==> config.mk <==
export PLATFORM = sky130hd
export DESIGN_NAME = imem_arbiter
export DESIGN_NICKNAME = d
export VERILOG_FILES = /design/src/rtl/imem_arb_pkg.sv /design/src/rtl/imem_arb_starve_ctr.sv /design/src/rtl/imem_arbiter.sv
export SDC_FILE = /design/constraint.sdc
export NUM_CORES = 1
export LEC_CHECK = 0
export ABC_AREA = 1
export BUFFER_PORTS_ARGS = -buffer_cell sky130_fd_sc_hd__clkbuf_2
export CORE_AREA = 2 2 83 85
export DETAILED_ROUTE_END_ITERATION = 12
export DIE_AREA = 0 0 85 87
export PLACE_DENSITY_LB_ADDON = 0.25
export REMOVE_ABC_BUFFERS = 1
export SYNTH_ARGS = -nofsm -noshare
export SYNTH_HDL_FRONTEND = slang
export SYNTH_SLANG_ARGS = --single-unit
export TNS_END_PERCENT = 5
==> constraint.sdc <==
create_clock -name clk -period 2.26 [get_ports clk]
set_input_delay 0.113 -clock clk [delete_from_list [all_inputs] [get_ports clk]]
set_output_delay 0.113 -clock clk [all_outputs]
set_load 0.02 [all_outputs]
==> src/rtl/imem_arb_pkg.sv <==
// Shared types and default widths for the instruction-memory arbiter.
// Holds the phase enum and the read-routing source enum.
package imem_arb_pkg;

    localparam int ADDR_W_DEF = 12;
    localparam int DATA_W_DEF = 32;

    typedef enum logic [1:0] {
        ST_RUN,
        ST_DRAIN,
        ST_HALTED,
        ST_RESUME
    } arb_state_e;

    typedef enum logic [1:0] {
        SRC_NONE,
        SRC_FETCH,
        SRC_DBG
    } grant_src_e;

endpackage

==> src/rtl/imem_arb_starve_ctr.sv <==
// Saturating count of consecutive denied debug-read cycles.
// hit_o flags that the next contested cycle must go to the debug port.
module imem_arb_starve_ctr
    import imem_arb_pkg::*;
#(
    parameter int LIMIT = 16
) (
    input  logic clk,
    input  logic rst,
    input  logic inc_i,
    input  logic clr_i,
    output logic hit_o
);

    localparam int CNT_W = $clog2(LIMIT + 1);

    logic [CNT_W-1:0] cnt_q, cnt_d;

    always_comb begin
        cnt_d = cnt_q;
        if (clr_i) begin
            cnt_d = '0;
        end else if (inc_i && (cnt_q != CNT_W'(LIMIT))) begin
            cnt_d = cnt_q + CNT_W'(1);
        end
    end

    always_ff @(posedge clk or posedge rst) begin
        if (rst) begin
            cnt_q <= '0;
        end else begin
            cnt_q <= cnt_d;
        end
    end

    assign hit_o = (cnt_q == CNT_W'(LIMIT));

endmodule

==> src/rtl/imem_arbiter.sv <==
// Single-port instruction memory arbiter between CPU fetch and the debug loader.
// Also sequences the CPU through run / drain / halted / resume phases.
module imem_arbiter
    import imem_arb_pkg::*;
#(
    parameter int ADDR_W            = ADDR_W_DEF,
    parameter int DATA_W            = DATA_W_DEF,
    parameter int DRAIN_CYCLES      = 2,
    parameter int RESUME_RST_CYCLES = 2,
    parameter int STARVE_LIMIT      = 16
) (
    input  logic              clk,
    input  logic              rst,
    input  logic              fetch_req_i,
    input  logic [ADDR_W-1:0] fetch_addr_i,
    output logic              fetch_gnt_o,
    output logic              fetch_rvalid_o,
    output logic [DATA_W-1:0] fetch_rdata_o,
    input  logic              dbg_req_i,
    input  logic              dbg_we_i,
    input  logic [ADDR_W-1:0] dbg_addr_i,
    input  logic [DATA_W-1:0] dbg_wdata_i,
    output logic              dbg_gnt_o,
    output logic              dbg_rvalid_o,
    output logic [DATA_W-1:0] dbg_rdata_o,
    input  logic              dbg_halt_req_i,
    input  logic              dbg_resume_i,
    output logic              cpu_stall_o,
    output logic              cpu_reset_o,
    output logic              halted_o,
    output logic              mem_en_o,
    output logic              mem_we_o,
    output logic [ADDR_W-1:0] mem_addr_o,
    output logic [DATA_W-1:0] mem_wdata_o,
    input  logic [DATA_W-1:0] mem_rdata_i
);

    localparam int CNT_MAX = (DRAIN_CYCLES > RESUME_RST_CYCLES) ? DRAIN_CYCLES : RESUME_RST_CYCLES;
    localparam int CNT_W   = $clog2(CNT_MAX + 1);

    arb_state_e       state_q, state_d;
    grant_src_e       src_q, src_d;
    logic [CNT_W-1:0] cnt_q, cnt_d;
    logic             dbgRead;
    logic             starveHit;
    logic             starveInc;
    logic             starveClr;
    logic             leaveResume;

    assign dbgRead = dbg_req_i & ~dbg_we_i;

    // One shared down-counter times both the drain and the resume phases.
    always_comb begin
        state_d     = state_q;
        cnt_d       = cnt_q;
        fetch_gnt_o = 1'b0;
        dbg_gnt_o   = 1'b0;
        cpu_stall_o = 1'b1;
        cpu_reset_o = 1'b0;
        starveInc   = 1'b0;
        leaveResume = 1'b0;
        case (state_q)
            ST_RUN: begin
                dbg_gnt_o   = dbgRead & (~fetch_req_i | starveHit);
                fetch_gnt_o = fetch_req_i & ~dbg_gnt_o;
                cpu_stall_o = fetch_req_i & ~fetch_gnt_o;
                starveInc   = dbgRead & ~dbg_gnt_o;
                if (dbg_halt_req_i) begin
                    state_d = ST_DRAIN;
                    cnt_d   = CNT_W'(DRAIN_CYCLES);
                end
            end
            ST_DRAIN: begin
                dbg_gnt_o = dbgRead;
                if (cnt_q == CNT_W'(1)) begin
                    state_d = ST_HALTED;
                end else begin
                    cnt_d = cnt_q - CNT_W'(1);
                end
            end
            ST_HALTED: begin
                dbg_gnt_o = dbg_req_i;
                if (dbg_resume_i && !dbg_halt_req_i) begin
                    state_d = ST_RESUME;
                    cnt_d   = CNT_W'(RESUME_RST_CYCLES);
                end
            end
            ST_RESUME: begin
                cpu_reset_o = 1'b1;
                if (cnt_q == CNT_W'(1)) begin
                    state_d     = ST_RUN;
                    leaveResume = 1'b1;
                end else begin
                    cnt_d = cnt_q - CNT_W'(1);
                end
            end
            default: begin
                state_d = ST_RESUME;
                cnt_d   = CNT_W'(RESUME_RST_CYCLES);
            end
        endcase
        starveClr = ~dbg_req_i | dbg_gnt_o | leaveResume;
    end

    always_comb begin
        src_d = SRC_NONE;
        if (fetch_gnt_o) begin
            src_d = SRC_FETCH;
        end else if (dbg_gnt_o && !dbg_we_i) begin
            src_d = SRC_DBG;
        end
    end

    always_ff @(posedge clk or posedge rst) begin
        if (rst) begin
            state_q <= ST_RESUME;
            cnt_q   <= CNT_W'(RESUME_RST_CYCLES);
            src_q   <= SRC_NONE;
        end else begin
            state_q <= state_d;
            cnt_q   <= cnt_d;
            src_q   <= src_d;
        end
    end

    imem_arb_starve_ctr #(
        .LIMIT (STARVE_LIMIT)
    ) u_starve (
        .clk   (clk),
        .rst   (rst),
        .inc_i (starveInc),
        .clr_i (starveClr),
        .hit_o (starveHit)
    );

    assign halted_o       = (state_q == ST_HALTED);
    assign mem_en_o       = fetch_gnt_o | dbg_gnt_o;
    assign mem_we_o       = dbg_gnt_o & dbg_we_i;
    assign mem_addr_o     = dbg_gnt_o ? dbg_addr_i : fetch_addr_i;
    assign mem_wdata_o    = dbg_wdata_i;
    assign fetch_rvalid_o = (src_q == SRC_FETCH);
    assign dbg_rvalid_o   = (src_q == SRC_DBG);
    assign fetch_rdata_o  = mem_rdata_i;
    assign dbg_rdata_o    = mem_rdata_i;

endmodule

==> metrics.csv <==
stage,metric,value,unit
layout,fin_nets,301,
timing,finalClockSkew,0.00261,ns
timing,whs,0.116,ns
worst_setup_path,worstSetupPathType,register to primary output,
layout,multi_input_area,544,um^2
die,dieArea,7400,um^2
route,ant_nets,0,
timing,setup_slack,0.249,ns
place,dpl_worst_slack,0.467,ns
timing,max_freq,497,MHz
logic_synthesis,synth.distinct_cells,24,
logic_synthesis,mappedNetlistArea,1650,um^2
route,wl_per_cell,35.1,um
place,gp_congestion,0.903,
timing,hold_violations,0,
layout,final_cell_mix,"nand2_1, clkbuf_2, inv_1",
route,dr_total_vias,1220,
run_status,outcome,"finished, final reports clean",
worst_setup_path,reg2reg_from,state_q[0]$_DFFE_PP1P_,
clock_network,cts_max_level,1,
worst_setup_path,arrival,1.90,ns
logic_synthesis,synth_top_area_cell,buf_4,
clock_network,clk_pin_slew,0.05,ns
logic_synthesis,ys_seq_elements,11,
worst_setup_path,critPathCaptureType,primary output,
die,dieWidth,85,um
route,wl_met1,1.96,mm
die,core,6570,um^2
logic_synthesis,avgSynthCellArea,6.86,um^2
logic_synthesis,yosysWarningCount,0,
route,viasPerCell,4.39,
place,place.detailed.hpwl,9.17,mm
layout,utilization,20.1,%
logic_synthesis,seq_area_frac_synth,16.9,%
min_path,hold_class,primary input to register,
pwr,powerDensity,1010,nW/um^2
timing,totalNegativeSetupSlack,0,ns
route,routed.top_layer,met5,
die,ioPinCount,212,
layout,regArea,279,um^2
timing,min_period,2.01,ns
timing,rsz0062_at_grt,false,
grt,grt_util_all_layers,25.8,%
min_path,hold_path.startpoint,dbg_we_i,
die,rows,30,
clock_network,cts_tree,done,
clock_network,clkLatencyLatePin,0.24,ns
clock_network,postCtsSetupBuffers,0,
grt,antenna_found_initial,0,
grt,grt_pass1_vias,1205,
die,fp.dieH,87,um
timing,worstMarginPinSlew,0.483,ns
worst_setup_path,critPathMaxFanout,17,
timing,fin_crit_sh,89.0,%
grt,grt_pass1_wl,12.2,mm
timing,setup_viol,0,
clock_network,clock_path_buffers,2,
worst_setup_path,crit_required,2.15,ns
layout,areaGrowthSynthToFinish,-19.7,%
route,drt_iter0_drc,67,
route,drc,0,
layout,diodes,0,
place,dp_cells,273,
grt,grt_max_degree,18,
clock_network,clock-sinks,11,
layout,drive_above_1_share,32.8,%
logic_synthesis,synth.top_cell.area_share,43.8,%
place,numPortBuffers,51,
route,wl_met2,5.01,mm
layout,stdcell_count,278,
route,dr_wl_met3,2.53,mm
layout,fill_cells,761,
layout,layout_commonest_cell,nand2_1,
worst_setup_path,critPathLaunch,state_q[0]$_DFFE_PP1P_,
timing,max_slew_margin,67.8,%
grt,grt_overflow,0,
die,start_util,25.1,%
job,max_cap_viol_count,0,
clock_network,root_buffer,clkbuf_8,
clock_network,cts-buffers-inserted,3,
worst_setup_path,critPathLaunchType,register,
route,routed_wl,9.76,mm
worst_setup_path,r2r_setup_slack,0.57,ns
pwr,p_leak,0.762,nW
route,dr.pass1.iters,4,
timing,slew_viol_final,0,
pwr,peakVddDrop,0.470,mV
logic_synthesis,synth.area.top_cells,"buf_4, nand2_1, dfrtp_1, ha_1, dfstp_2",
logic_synthesis,synthCells,240,
cell type report:
| type | instances | share of cell area (%) |
|---|---|---|
| well taps | 80 | 7.57 |
| inverters | 23 | 6.72 |
| repair buffers | 52 | 20.1 |
| multi-input cells | 108 | 41.2 |
| flip-flops and latches | 11 | 21.1 |
| clock buffers | 4 | 3.41 |
cells by family after synthesis:
family / share of synthesized area, %
buffers and inverters: 50.5
xor gates and xnor gates: 1.06
and+or+nand+nor: 22.8
adders and majority gates: 5.32
AOI/OAI and AO/OA: 3.34
DFF: 16.9
sequential cells by signal, indices dropped and copies added, names as in the netlist:
signal          count
cnt_q               2
src_q               2
state_q             2
u_starve.cnt_q      5
Yosys cell counts, drive strengths merged:
library cell and n:
o31ai 1, nor3 2, dfrtp 8, nand4 2
nor2 15, inv 22, clkinv 1, ha 7
dfstp 3, a21oi 3, xor2 2, or2 1
nand2 66, buf 98, nand3 4, o21ai 4
a22oi 1
worst paths after layout:
| path | endpoint | depth (start not counted) |
|---|---|---|
| max reg2reg | u_starve.cnt_q[4]$_DFFE_PP0P_ | 7 |
| min reg2reg | cnt_q[1]$_DFFE_PP1P_ | 2 |
| min in group asynchronous | u_starve.cnt_q[3]$_DFFE_PP0P_ | 3 |
| max | mem_addr_o[5] | 9 |
| min | src_q[1]$_DFF_PP0_ | 2 |
| max in group asynchronous | cnt_q[1]$_DFFE_PP1P_ | 3 |
timing repair:
item,in CTS,in global routing
setup endpoints to repair,0,2
hold endpoints to repair,8,0
gates resized for setup,0,1
hold buffers,1,0
power by group:
group | internal (W) | switching (W)
Combinational | 0.000274 | 0.000574
Sequential | 0.000261 | 0.0000267
Clock | 0.000124 | 0.0000803
layer usage:
layer	track usage [%]	up-vias
met5	4.90	-
met4	4.91	2
met3	32.0	18
li1	-	541
met2	46.0	170
met1	15.8	489
worst max-delay path, stage by stage (launching register included):
cell,delay (ns)
dfstp_2,0.54
inv_1,0.07
ha_1,0.25
a22oi_2,0.21
nand2_2,0.11
nand2_8,0.13
inv_4,0.09
nand2_1,0.06
nand2_1,0.04
clkbuf_2,0.15
metrics by stage:
| stage | power [W] | instance area (um^2) |
|---|---|---|
| 3_3_place_gp | 0.00114 | 1260 |
| 3_5_place_dp | 0.00114 | 1260 |
| 6_report | 0.00134 | 1320 |
| 5_1_grt | 0.00147 | 1320 |
| 4_1_cts | 0.00135 | 1310 |
| 2_1_floorplan | 0.000869 | 903 |
Power figures use the tool's default switching activity.
